===== config.mk =====
export PLATFORM = sky130hd
export DESIGN_NAME = dff_reg_arbiter
export DESIGN_NICKNAME = d
export VERILOG_FILES = /design/src/rtl/dff_arb_pkg.sv /design/src/rtl/dff_reg.sv /design/src/rtl/dff_reg_arbiter.sv
export SDC_FILE = /design/constraint.sdc
export NUM_CORES = 1
export LEC_CHECK = 0
export BUFFER_PORTS_ARGS = -buffer_cell sky130_fd_sc_hd__buf_4
export CORE_AREA = 4 4 54 56
export CTS_BUF_LIST = sky130_fd_sc_hd__clkbuf_16
export DETAILED_ROUTE_END_ITERATION = 6
export DIE_AREA = 0 0 58 60
export PLACE_DENSITY = 0.88
export RECOVER_POWER = 50
export SKIP_LAST_GASP = 1
export SLEW_MARGIN = 20
export SYNTH_ARGS = -nofsm -noshare
export SYNTH_HDL_FRONTEND = slang
export SYNTH_SLANG_ARGS = --single-unit

===== constraint.sdc =====
create_clock -name clk -period 2.2 [get_ports clk]
set_clock_uncertainty 0.05 [all_clocks]
set_input_delay 0.44 -clock clk [delete_from_list [all_inputs] [get_ports clk]]
set_output_delay 0.44 -clock clk [all_outputs]
set_load 0.005 [all_outputs]

===== src/rtl/dff_arb_pkg.sv =====
// Shared types and constants for the two-client register arbiter.
// Holds the FSM state enum, default sizes and client indices.
package dff_arb_pkg;

    typedef enum logic [1:0] {
        IDLE    = 2'd0,
        GRANT   = 2'd1,
        ACK     = 2'd2,
        RELEASE = 2'd3
    } arb_state_e;

    localparam int DEF_WIDTH = 8;
    localparam int DEF_CNT_W = 8;

    localparam logic C0 = 1'b0;
    localparam logic C1 = 1'b1;

    // One-hot vector for a client index.
    function automatic logic [1:0] onehot(input logic idx);
        return idx ? 2'b10 : 2'b01;
    endfunction

endpackage


===== src/rtl/dff_reg.sv =====
// WIDTH-bit bank of D flip-flops with a load-enable mux.
// Ports: clk_i, clear_i (sync active-low), en_i, d_i, q_o.
module dff_reg #(
    parameter int WIDTH = 8
) (
    input  logic             clk_i,
    input  logic             clear_i,
    input  logic             en_i,
    input  logic [WIDTH-1:0] d_i,
    output logic [WIDTH-1:0] q_o
);

    logic [WIDTH-1:0] d_mux;
    logic [WIDTH-1:0] bits_q;

    // Recirculate the stored bit when not loading.
    assign d_mux = en_i ? d_i : bits_q;

    for (genvar i = 0; i < WIDTH; i++) begin : g_cell
        always_ff @(posedge clk_i) begin
            if (!clear_i) begin
                bits_q[i] <= 1'b0;
            end else begin
                bits_q[i] <= d_mux[i];
            end
        end
    end

    assign q_o = bits_q;

endmodule


===== src/rtl/dff_reg_arbiter.sv =====
// Round-robin arbiter serialising two write clients onto one register.
// Ports: clk, clear (sync active-low), req, wdata0/1 in; gnt, ack, q, busy, wcount out.
module dff_reg_arbiter
    import dff_arb_pkg::*;
#(
    parameter int WIDTH = DEF_WIDTH,
    parameter int CNT_W = DEF_CNT_W
) (
    input  logic             clk,
    input  logic             clear,
    input  logic [1:0]       req,
    input  logic [WIDTH-1:0] wdata0,
    input  logic [WIDTH-1:0] wdata1,
    output logic [1:0]       gnt,
    output logic [1:0]       ack,
    output logic [WIDTH-1:0] q,
    output logic             busy,
    output logic [CNT_W-1:0] wcount
);

    arb_state_e       state_q;
    logic             sel_q;
    logic             sel_d;
    logic             ptr_q;
    logic [1:0]       gnt_q;
    logic [1:0]       ack_q;
    logic             busy_q;
    logic [CNT_W-1:0] wcount_q;
    logic [CNT_W-1:0] wcount_d;
    logic [WIDTH-1:0] wdata_sel;
    logic             cap_en;

    // Winner among current requests; ptr breaks a tie.
    always_comb begin
        sel_d = C0;
        unique case (req)
            2'b01:   sel_d = C0;
            2'b10:   sel_d = C1;
            2'b11:   sel_d = ptr_q;
            default: sel_d = C0;
        endcase
    end

    assign wcount_d  = wcount_q + CNT_W'(1);
    assign wdata_sel = sel_q ? wdata1 : wdata0;
    assign cap_en    = (state_q == GRANT);

    always_ff @(posedge clk) begin
        if (!clear) begin
            state_q  <= IDLE;
            sel_q    <= C0;
            ptr_q    <= C0;
            gnt_q    <= 2'b00;
            ack_q    <= 2'b00;
            busy_q   <= 1'b0;
            wcount_q <= '0;
        end else begin
            unique case (state_q)
                IDLE: begin
                    if (req != 2'b00) begin
                        sel_q   <= sel_d;
                        gnt_q   <= onehot(sel_d);
                        busy_q  <= 1'b1;
                        state_q <= GRANT;
                    end
                end
                GRANT: begin
                    ack_q    <= onehot(sel_q);
                    wcount_q <= wcount_d;
                    state_q  <= ACK;
                end
                ACK: begin
                    ack_q   <= 2'b00;
                    // Advance even on an uncontested grant.
                    ptr_q   <= ~sel_q;
                    state_q <= RELEASE;
                end
                RELEASE: begin
                    if (!req[sel_q]) begin
                        gnt_q   <= 2'b00;
                        busy_q  <= 1'b0;
                        state_q <= IDLE;
                    end
                end
                default: state_q <= IDLE;
            endcase
        end
    end

    dff_reg #(
        .WIDTH (WIDTH)
    ) u_reg (
        .clk_i   (clk),
        .clear_i (clear),
        .en_i    (cap_en),
        .d_i     (wdata_sel),
        .q_o     (q)
    );

    assign gnt    = gnt_q;
    assign ack    = ack_q;
    assign busy   = busy_q;
    assign wcount = wcount_q;

endmodule


==> metrics.md <==
| Metric | Value |
|---|---|
| YS warnings | `0` |
| Setup bufs post-CTS | `0` |
| WL met1 | `1.31 mm` |
| Peak supply drop | `0.000725 V` |
| Critical-path maximum fanout | `7` |
| Status | `completed` |
| Reg clk slew, reported paths | `60 ps` |
| Critical path class | `reg2reg` |
| Clk pwr share | `0.230` |
| Initial antenna violation count | `0` |
| TritonRoute pass-1 iters | `4` |
| DR vias | `1,107` |
| Fill cells | `194` |
| WL/cell | `about 16 um` |
| Post-CTS sizing | `0` |
| Num rows | `18` |
| Longest Clk Path Bufs | `2` |
| Final hold violation count | `0` |
| Crit path required time | `2330 ps` |
| Core Region | `2430 um^2` |
| Cells after synthesis | `135` |
| Routability-driven placement congestion ratio | `0.841` |
| Highest Signal Layer | `met4` |
| Leak Pwr | `0.802 nW` |
| CTS root buffer | `clkbuf_16` |
| Grt total ovfl | `0` |
| Number of global-route vias before repair | `about 1,100` |
| TritonCTS clock tree | `yes` |
| Final Instance Count excl. Fillers | `a little over 200` |
| Async SR Flop Fraction | `0` |
| Synthesized area per cell | `between 9 and 10 um^2` |
| Antenna Nets Post-Route | `0` |
| Setup TNS Final | `0 ps` |
| First-pass GRT wire length | `4.94 mm` |
| Die H | `60 um` |
| Met2 Wirelength | `1.72 mm` |
| Layout cell share with drive strength beyond 1 | `0.270` |
| Worst EP arrival | `1800 ps` |
| Worst slew margin | `0.662` |
| DR WL met3 | `~95 um` |
| Slew Limit Fails | `0` |
| Htree depth | `1` |
| HP Class | `reg2reg` |
| Commonest non-fill, non-tap cell in the layout | `dfxtp_1` |
| Vias/cell | `approximately 5.4` |
| Clk sinks | `25` |
| CP Cell Sequence | `inv_1 > ha_1 > nand3_1 > or3_1 > a21boi_1` |
| Pin count of the biggest net entering global routing | `28` |
| Worst skew pair latency | `260 ps` |
| Fmax | `599 MHz` |
| Ys flop type | `dfxtp_1` |
| Area grow syn2layout | `30.6%` |
| Final nets | `201` |
| Die span in x | `58 um` |
| Share of power burned in registers | `0.395` |
| Slowest cell on crit path | `or3_1` |
| Initial Util | `0.519` |
| Antenna cell count | `0` |
| Hold-fix buffers, CTS | `0` |
| Yosys cell types | `31` |
| TritonCTS Buffers | `3` |
| Combinational Power Share | `0.375` |
| Sw frac | `0.328` |
| Detailed placement HPWL | `2.22 mm` |
| Number of synthesized flops with an enable pin | `0` |
| Largest stage delay on the critical path | `between 300 and 400 ps` |
| Placed instance count | `200` |
| All-Layer GR Usage | `0.189` |
| Slew of the pin with the lowest slew margin | `between 500 and 600 ps` |
| Syn Nets | `161` |
| Synth Cell Area | `1260 um^2` |
| Crit path max-delay family | `simple AND/OR/NAND/NOR gates` |
| Num ports | `41` |
| CP Capture Type | `flop` |
| RSZ-0062 raised after global routing | `false` |
| Initial DRC count | `51` |
| Pint | `1.16 mW` |
| Pwr Density | `1040 nW/um^2` |
| Commonest cells after routing, fill and taps aside | `dfxtp_1, buf_4, nand2_1` |
| Buffers on Ports | `40` |
| DRC Markers | `0` |
| Flops & latches, synth | `25` |
| Worst setup SP type | `flop` |
| Worst path bufs/invs | `1` |
| Tmin final | `1670 ps` |
| Max_cap viols | `0` |
| Net Switching | `approximately 0.57 mW` |
| Area of the die | `about 3500 um^2` |
| Final setup violating endpoints | `0` |
| Fin crit share | `0.759` |
| Final wirelength | `3.18 mm` |
| Seq/Total Area, Yosys | `0.396` |
[per-layer routing]
layer	vias up	track usage
met1	531	0.221
met3	6	0.0259
li1	545	-
met5	-	0
met2	25	0.332
met4	0	0.103
[cell type report]
cell class | instances | area, um^2 | share of cell area
multi-input combinational | 97 | 702 | 0.426
inverter | 6 | 22.5 | 0.0137
timing repair buffer | 42 | 308 | 0.187
tap | 30 | 37.5 | 0.0228
sequential | 25 | 500 | 0.303
clock inverter | 1 | 3.75 | 0.00228
clock buffer | 3 | 75.1 | 0.0455
[final timing paths]
| kind | from | end | slack (ps) | depth (start not counted) |
|---|---|---|---|---|
| worst max-delay path | state_q[1]$_SDFFE_PN0P_ | wcount[5]$_SDFFE_PN0N_ | 530 | 5 |
| worst min-delay path | busy$_SDFFE_PN0P_ | busy$_SDFFE_PN0P_ | 420 | 2 |
| worst max register to register | state_q[1]$_SDFFE_PN0P_ | wcount[5]$_SDFFE_PN0N_ | 530 | 5 |
| worst min register to register | busy$_SDFFE_PN0P_ | busy$_SDFFE_PN0P_ | 420 | 2 |
[synthesized netlist by cell type, types with 3 or more instances]
cell / number / share of area
a21oi_1: 3 / 0.012
and2_1: 5 / 0.025
buf_2: 3 / 0.012
dfxtp_1: 25 / 0.40
ha_1: 6 / 0.059
inv_1: 6 / 0.018
mux2i_1: 13 / 0.10
nand2_1: 18 / 0.054
nand2b_1: 3 / 0.015
nand3_1: 3 / 0.012
nor2_1: 3 / 0.0089
nor2b_1: 3 / 0.015
o211a_1: 11 / 0.087
o21ai_0: 7 / 0.028
xnor2_1: 3 / 0.021
[worst reg2reg max path: cells and delay by family, from the launching register on]
kind,cells,cell delay (ps)
DFF,1,340
AOI/OAI and AO/OA,1,190
buffers and inverters,1,120
adders and majority gates,1,340
and+or+nand+nor,2,550
[through the flow]
step / setup WS (ps) / hold slack (ps) / cell area [um^2] / utilization / total power [mW]
2_1_floorplan: 804 / 405 / 1260 / - / 1.08
3_5_place_dp: 630 / 414 / 1580 / 0.649 / 1.34
5_1_grt: 432 / 454 / 1650 / 0.678 / 1.83
6_report: 530 / 421 / 1650 / 0.678 / 1.72
4_1_cts: 542 / 425 / 1660 / 0.681 / 1.75
3_3_place_gp: 703 / 403 / 1580 / 0.649 / 1.30
[logic make-up (layout without fill, tap and decap cells)]
logic type	after synthesis	count (layout)	share of synthesized area
adders and majority gates	6	6	0.0595
DFF	25	25	0.396
AOI/OAI and AO/OA	30	30	0.181
and+or+nand+nor	42	42	0.168
muxes	14	14	0.112
xor gates and xnor gates	5	5	0.0347
buffers and inverters	13	52	0.0476
[state kept, by name (all words and copies together), names as in the netlist]
| signal | count |
|---|---|
| busy | 1 |
| state_q | 2 |
| wcount | 8 |
| ptr_q | 1 |
| sel_q | 1 |
| gnt | 2 |
| ack | 2 |
| u_reg.q_o | 8 |
[power groups by stage]
stage	registers (mW)	clock network [mW]	logic [mW]
floorplan	0.669	0	0.406
global placement	0.677	0	0.626
detailed placement	0.690	0	0.654
CTS	0.681	0.401	0.669
global route	0.697	0.418	0.712
finish	0.681	0.397	0.645
No activity file was read; power rests on OpenSTA's default activity.
